<file path="config.mk">
export PLATFORM = sky130hd
export DESIGN_NAME = branch_target_predictor
export DESIGN_NICKNAME = d
export VERILOG_FILES = /design/src/rtl/branch_target_predictor.sv
export SDC_FILE = /design/constraint.sdc
export NUM_CORES = 2
export LEC_CHECK = 0
export ABC_AREA = 1
export BUFFER_PORTS_ARGS = -buffer_cell sky130_fd_sc_hd__buf_2
export CAP_MARGIN = 20
export CORE_AREA = 2 2 310 312
export DETAILED_ROUTE_END_ITERATION = 10
export DIE_AREA = 0 0 312 314
export PLACE_DENSITY_LB_ADDON = 0.05
export RECOVER_POWER = 25
export SETUP_SLACK_MARGIN = 0.1
export SLEW_MARGIN = 20
export SYNTH_ARGS = -nofsm -noshare
export SYNTH_HDL_FRONTEND = slang
export SYNTH_SLANG_ARGS = --single-unit
</file>
<file path="constraint.sdc">
create_clock -name CLK -period 3.13 [get_ports CLK]
set_input_delay 0.626 -clock CLK [delete_from_list [all_inputs] [get_ports CLK]]
set_output_delay 0.626 -clock CLK [all_outputs]
set_load 0.03 [all_outputs]
</file>
<file path="src/rtl/branch_target_predictor.sv">
// rtl/branch_target_predictor.sv - direct-mapped BTB with saturating direction counters
module branch_target_predictor #(
  parameter int ENTRIES = 16,
  parameter int CNT_W   = 2,
  parameter int STAT_W  = 16
) (
  input  logic              CLK,
  input  logic              nRST,
  input  logic [31:0]       lookup_pc,
  output logic              predict_hit,
  output logic              predict_taken,
  output logic [31:0]       predict_npc,
  input  logic              update_en,
  input  logic [31:0]       update_pc,
  input  logic              update_taken,
  input  logic [31:0]       update_target,
  input  logic              update_mispredict,
  input  logic              flush_all,
  output logic [STAT_W-1:0] mispredict_count
);

  localparam int IDX_W = $clog2(ENTRIES);
  localparam int TAG_W = 30 - IDX_W;
  localparam logic [CNT_W-1:0]  CNT_MAX    = '1;
  localparam logic [CNT_W-1:0]  CNT_WEAK_T = CNT_W'(1 << (CNT_W - 1));
  localparam logic [STAT_W-1:0] STAT_MAX   = '1;

  logic [ENTRIES-1:0] valid;
  logic [TAG_W-1:0]   tag_mem    [ENTRIES];
  logic [31:0]        target_mem [ENTRIES];
  logic [CNT_W-1:0]   cnt_mem    [ENTRIES];

  logic [IDX_W-1:0] l_idx;
  logic [TAG_W-1:0] l_tag;
  logic [IDX_W-1:0] u_idx;
  logic [TAG_W-1:0] u_tag;
  logic             u_hit;
  logic [CNT_W-1:0] u_cnt;
  logic [CNT_W-1:0] cnt_next;

  assign l_idx = lookup_pc[IDX_W+1:2];
  assign l_tag = lookup_pc[31:IDX_W+2];
  assign u_idx = update_pc[IDX_W+1:2];
  assign u_tag = update_pc[31:IDX_W+2];

  // Lookup reads the arrays directly; no bypass of an update in flight
  assign predict_hit   = valid[l_idx] && (tag_mem[l_idx] == l_tag);
  assign predict_taken = predict_hit && cnt_mem[l_idx][CNT_W-1];
  assign predict_npc   = predict_taken ? target_mem[l_idx] : lookup_pc + 32'd4;

  assign u_hit = valid[u_idx] && (tag_mem[u_idx] == u_tag);
  assign u_cnt = cnt_mem[u_idx];

  // Saturating step of the resolved entry's direction counter
  always_comb begin
    cnt_next = u_cnt;
    if (update_taken) begin
      if (u_cnt != CNT_MAX) cnt_next = u_cnt + CNT_W'(1);
    end else begin
      if (u_cnt != '0) cnt_next = u_cnt - CNT_W'(1);
    end
  end

  // Entry training and allocation; flush wins over a same-cycle update
  always_ff @(posedge CLK or negedge nRST) begin
    if (!nRST) begin
      valid <= '0;
      for (int i = 0; i < ENTRIES; i++) begin
        tag_mem[i]    <= '0;
        target_mem[i] <= '0;
        cnt_mem[i]    <= '0;
      end
    end else if (flush_all) begin
      valid <= '0;
    end else if (update_en) begin
      if (u_hit) begin
        cnt_mem[u_idx] <= cnt_next;
        if (update_taken) target_mem[u_idx] <= update_target;
      end else if (update_taken) begin
        valid[u_idx]      <= 1'b1;
        tag_mem[u_idx]    <= u_tag;
        target_mem[u_idx] <= update_target;
        cnt_mem[u_idx]    <= CNT_WEAK_T;
      end
    end
  end

  // Mispredict statistic, saturating at all-ones and independent of flush
  always_ff @(posedge CLK or negedge nRST) begin
    if (!nRST) begin
      mispredict_count <= '0;
    end else if (update_en && update_mispredict && (mispredict_count != STAT_MAX)) begin
      mispredict_count <= mispredict_count + STAT_W'(1);
    end
  end

endmodule

</file>
Yosys cells after proc, flatten, opt, wreduce, memory -nomap -nowiden
Index checks and enable logic that the tools add are counted.
{"block": "word_totals", "regBits": 992, "wordCells": 128}
{"block": "classes", "n_mux": 40, "n_lt_le_gt_ge": 6, "n_reduce_logical": 15, "n_eq_ne": 5, "add_sub_neg": 4, "bitwise_logic": 8}
{"operator": "512-bit bitwise mux", "n": 1}
{"operator": "416-bit bitwise mux", "n": 1}
{"operator": "26-bit binary-select mux with 4-bit select", "n": 2}
{"operator": "32-bit 2-to-1 mux", "n": 6}
{"operator": "26-bit 2-to-1 mux", "n": 5}
{"operator": "32-bit binary-select mux with 4-bit select", "n": 1}
{"operator": "32-bit demux with 4-bit select", "n": 1}
{"operator": "26-bit demux with 4-bit select", "n": 1}
{"operator": "16-bit 2-to-1 mux", "n": 4}
{"operator": "26-bit == test", "n": 2}
{"operator": "32-bit by 3-bit adder with 32-bit output (second input constant)", "n": 1}
{"operator": "32-bit bitwise mux", "n": 1}
{"operator": "16-bit bitwise OR", "n": 2}
{"operator": "16-bit by 1-bit adder with 16-bit output (second input constant)", "n": 1}
{"operator": "16-bit bitwise AND", "n": 1}
{"operator": "2-bit binary-select mux with 4-bit select", "n": 2}
{"operator": "2-bit 2-to-1 mux", "n": 8}
{"operator": "16-bit inequality test (second input constant)", "n": 1}
{"operator": "16-bit inverter", "n": 1}
{"operator": "5-bit >= comparator (second input constant)", "n": 2}
{"operator": "4-bit by 5-bit < comparator with 1-bit output (second input constant)", "n": 2}
{"operator": "4-bit inverter with 5-bit output", "n": 2}
{"operator": "3-bit AND reduction", "n": 3}
{"operator": "1-bit binary-select mux with 4-bit select", "n": 2}
{"operator": "12 further kinds", "n": 25}

Depth between registers and ports, before layout
{"block": "depth", "depth_word": 9, "depth_mapped": 25}

Worst setup path after synthesis
Ideal clock, no wire load.
{"block": "synth_path", "path_kind": "in2out", "startpoint": "input port lookup_pc[2]", "endpoint": "output port predict_npc[16]", "required_time_ps": 2504, "path_stages": 18, "setup_slack_ps": -1047, "t_arrival_ps": 3551, "path_buffers": 5, "cell_sequence": "buf_2 > inv_4 > buf_4 > buf_2 > buf_2 > nand2_1 > o211ai_1 > nand3_1 > nand3_1 > nand2_1 > nand2_1 > nand4_1 > nor2_1 > nand3_1 > nor2_1 > nand2_1 > clkbuf_1 > o21ai_0"}
{"block": "synth_via", "elab_chain_cells": 8, "word_cells_on_any_way": 17, "cone_classes": "1 x add/sub; 1 x eq/ne; 12 x mux; 1 x bitwise; 2 x reduce/logical"}
{"item": "start: declaration", "line_no": "9", "text": "input logic [31:0] lookup_pc,"}
{"item": "4-bit inverter with 5-bit output (not written as such)", "line_no": "47", "text": "assign predict_hit = valid[l_idx] && (tag_mem[l_idx] == l_tag);"}
{"item": "26-bit binary-select mux with 4-bit select", "line_no": "47"}
{"item": "26-bit 2-to-1 mux (not written as such) (2 in a row)", "line_no": "47"}
{"item": "26-bit == test", "line_no": "47"}
{"item": "1-bit logical AND (*)", "line_no": "47"}
{"item": "via predict_hit", "line_no": "10", "text": "output logic predict_hit,"}
{"item": "1-bit logical AND (*)", "line_no": "48", "text": "assign predict_taken = predict_hit && cnt_mem[l_idx][CNT_W-1];"}
{"item": "32-bit 2-to-1 mux (*)", "line_no": "49", "text": "assign predict_npc = predict_taken ? target_mem[l_idx] : lookup_pc + 32'd4;"}
{"item": "end: declaration", "line_no": "12", "text": "output logic [31:0] predict_npc,"}
Mark *: on every way through the listed nets, which the timed path passes. The rest lies on a longest branch. The select of a mux whose other input is x is not followed.

Final worst setup path
{"block": "layout_path", "startpoint": "input port lookup_pc[2]", "endpoint": "output port predict_npc[15]"}
{"block": "layout_via", "elab_chain_cells": 8, "word_cells_on_any_way": 17, "cone_classes": "1 x add/sub; 1 x eq/ne; 12 x mux; 1 x bitwise; 2 x reduce/logical"}
{"item": "4-bit inverter with 5-bit output (not written as such)", "line_no": "47, 48, 49"}
{"item": "26-bit binary-select mux with 4-bit select", "line_no": "47"}
{"item": "26-bit 2-to-1 mux (not written as such) (2 in a row)", "line_no": "47"}
{"item": "26-bit == test", "line_no": "47"}
{"item": "1-bit logical AND", "line_no": "47"}
{"item": "1-bit logical AND", "line_no": "48"}
{"item": "32-bit 2-to-1 mux (*)", "line_no": "49"}
Mark *: on every way between the ends. The rest lies on a longest branch, timed or not. The select of a mux whose other input is x is not followed.

==> reports/metrics.cfg <==
[run_status]
status = complete, but fails checks
violations = capacitance limit, slew limit, setup timing

[floorplanning]
die-area_sq_um = 97970
core_sq_um = 94450
ios = 152
initial_core_util_pct = 56.75
die_h_um = 314
fp.dieW_um = 312
placementRows = 113

[synthesis]
synth_top_area_share_pct = 46.32
synth-async-reset-ratio_pct = 100.0
syn-cell-area_sq_um = 53600
ys_ff_latch = 992
ys.flop_type = dfrtp_1
avgSynthCellArea_sq_um = 7.155
yosys_warnings = 0
synth_fp_nets = 7595
synthTopCellsByArea = dfrtp_1, nand2_1, o21ai_0
yosys.area.top_type = dfrtp_1
synth_cells = 7491
ys_types = 45
synth-edff-count = 0
ys_seq_area_share_pct = 46.32

[place]
gp_congestion = 1.014
io_buffer_count = 149
dpl_worst_slack_ns = -1.168
post_dp_cell_area_sq_um = 60370
hpwl_um = 138300

[timing]
rsz0062_at_grt = true
slew_headroom_pct = -23.69
final.min_clock_period_ns = 4.003
fmax_ghz = 0.2498
hold_viol = 0
clock_skew_ns = 0.03659
finalSetupViolations = 45
tightest_slew_ns = 1.855
whs_ns = 0.1387
period_share_pct = 127.9
worst_slack_ns = -0.8730
fin_setup_tns_ns = -27.41
maxSlewViolCount = 45

[power_and_ir_drop]
power.internal_mw = 24.87
combPwrFrac_pct = 19.4
irDropWorstVdd_uv = 732.1
p_leak_nw = 33.06
pwr-share-seq_pct = 43.3
power_switching_mw = 11.08
p_clk_share_pct = 37.3
sw_frac_of_total_pct = 30.82
p_per_area_nw_per_um2 = 540.7

[routing]
vias_per_cell = 6.073
avgRoutedWirePerCell_um = 23.44
drt-initial-drc-count = 8120
drc = 0
wl_um = 216600
ant_nets = 0
first_pass_iters = 7
vias = 56110

[critical_path]
timing.critical_path.slowest_stage_cell = nand3b_1
crit_path_end_kind = output pin
worstPathArrival_ns = 3.38
startpoint_type = input pin
max_stage_delay_ns = 0.33
worstPathMaxFanout = 8
criticalPathCategory = in -> out
cp.required_ns = 2.50
crit_chain = buf_16 -> clkinv_16 -> buf_16 -> buf_12 -> buf_16 -> o21ai_2 -> nand3_2 -> nand3_2 -> buf_4 -> nand2_1 -> nand2_2 -> buf_4 -> nand4_1 -> nor2_4 -> nand2_2 -> nand3b_1 -> buf_6 -> nand2_1 -> nand2_2 -> buf_6

[flow_run]
drv_cap = 1

[clock_tree]
numCtsBuffers = 107
clock-sinks = 992
tritoncts = built
path_clk_slew_ns = 0.06
cts_buffer_depth = 3
cts_root_buf = clkbuf_16
htreeDepth = 3
insertion_delay_ns = 0.73

[layout]
drive_above_1_share_pct = 17.52
multiInputGateArea_sq_um = 26050
mostFrequentLayoutCells = nand2_1, o21ai_0, dfrtp_1
areaGrowthSynthToFinish_pct = 24.07
fillers = 7913
regArea_sq_um = 24820
post-route-cell-area_sq_um = 66500
fin_nets = 7984
postLayoutCoreUtil_pct = 70.41
layout_commonest_cell = nand2_1

[global_route]
antenna_found_initial = 15
grt_max_degree = 108
grt_overflow = 0
grt_usage_pct = 42.55
first_global_vias = 51680
grt_pass1_wl_um = 317500

[hold_path]
hp-class = in -> reg

==> critical path: cells and delay by family <==
kind            cells  cell delay, ns
simple gates       10            1.23
compound gates      1            0.12
buf+inv             9            1.34
==> logic make-up (layout without fill, tap and decap cells) <==
family / count (synthesis) / after routing / synth area share (%)
AO/OA/AOI/OAI: 1670 / 1670 / 16.63
flip-flops: 992 / 992 / 46.32
adder cells (fa/ha/maj): 2 / 2 / 0.04668
AND/OR/NAND/NOR: 3789 / 3792 / 28.41
other: 0 / 8 / 0
XOR/XNOR: 41 / 41 / 0.6700
buffers and inverters: 997 / 1470 / 7.923
==> registers in the layout, indices dropped and copies added (netlist names) <==
signal            count
target_mem          512
tag_mem             416
mispredict_count     16
cnt_mem              32
valid                16
==> timing repair <==
item                                    in CTS  in global routing
endpoints found under the setup margin     170                461
hold endpoints to repair                    26                  0
gates cloned                                16                 15
buffers inserted                            13                 12
hold buffers                                 1                  0
gates resized for setup                    304                195
pin swaps                                   58                 76
==> power by group through the flow <==
stage / sequential (mW) / combinational [mW] / clock, mW
6_report: 15.6 / 6.98 / 13.4
4_1_cts: 15.5 / 6.71 / 13.4
5_1_grt: 15.7 / 7.71 / 13.9
3_3_place_gp: 15.7 / 6.27 / 0
2_1_floorplan: 15.5 / 3.85 / 0
3_5_place_dp: 15.7 / 6.42 / 0
==> through the flow <==
stage,total power [mW],instances
after floorplan,19.34,7491
after global placement,21.93,8979
after detailed placement,22.11,8979
after CTS,35.61,9205
after global routing,37.31,9238
final,35.95,9240
==> metal layers <==
| layer | vias to the layer above | global-route usage, % | share of wire, % |
|---|---|---|---|
| li1 | 25080 | - | - |
| met1 | 26700 | 58.21 | 39 |
| met2 | 3570 | 63.51 | 43 |
| met3 | 751 | 8.570 | 12 |
| met4 | 6 | 24.10 | 6.5 |
| met5 | - | 0 | 0.020 |
==> Yosys cell counts, types with 28 or more instances <==
master and number:
o22ai_1 78, clkbuf_1 350, o21ai_1 123, inv_1 378
nand3_1 531, nand2_1 2689, xor2_1 35, dfrtp_1 992
nor2_1 498, a21oi_1 211, buf_1 38, o221ai_1 32
buf_4 28, buf_2 146, o21ai_0 1118, o211ai_1 50
==> layout make-up <==
type	count	share of cell area, %
Antenna cell	8	0.03011
Clock buffer	158	4.708
Clock inverter	38	0.7997
Inverter	408	2.371
Multi-Input combinational cell	5505	39.17
Sequential cell	992	37.33
Tap cell	1265	2.380
Timing Repair Buffer	864	13.14
Timing Repair inverter	2	0.06962
==> path summary, 6_finish.rpt <==
check,startpoint,end,slack [ns],cells after the start
worst max-delay path,lookup_pc[2],predict_npc[15],-0.87,20
worst min-delay path,update_target[11],target_mem[491],0.14,3
worst max register to register,tag_mem[344],tag_mem[298],0.15,24
worst min register to register,tag_mem[97],tag_mem[97],0.47,2
max in group asynchronous,nRST,tag_mem[22],-0.01,4
min in group asynchronous,nRST,tag_mem[267],0.99,2
No activity file was read; power rests on OpenSTA's default activity.
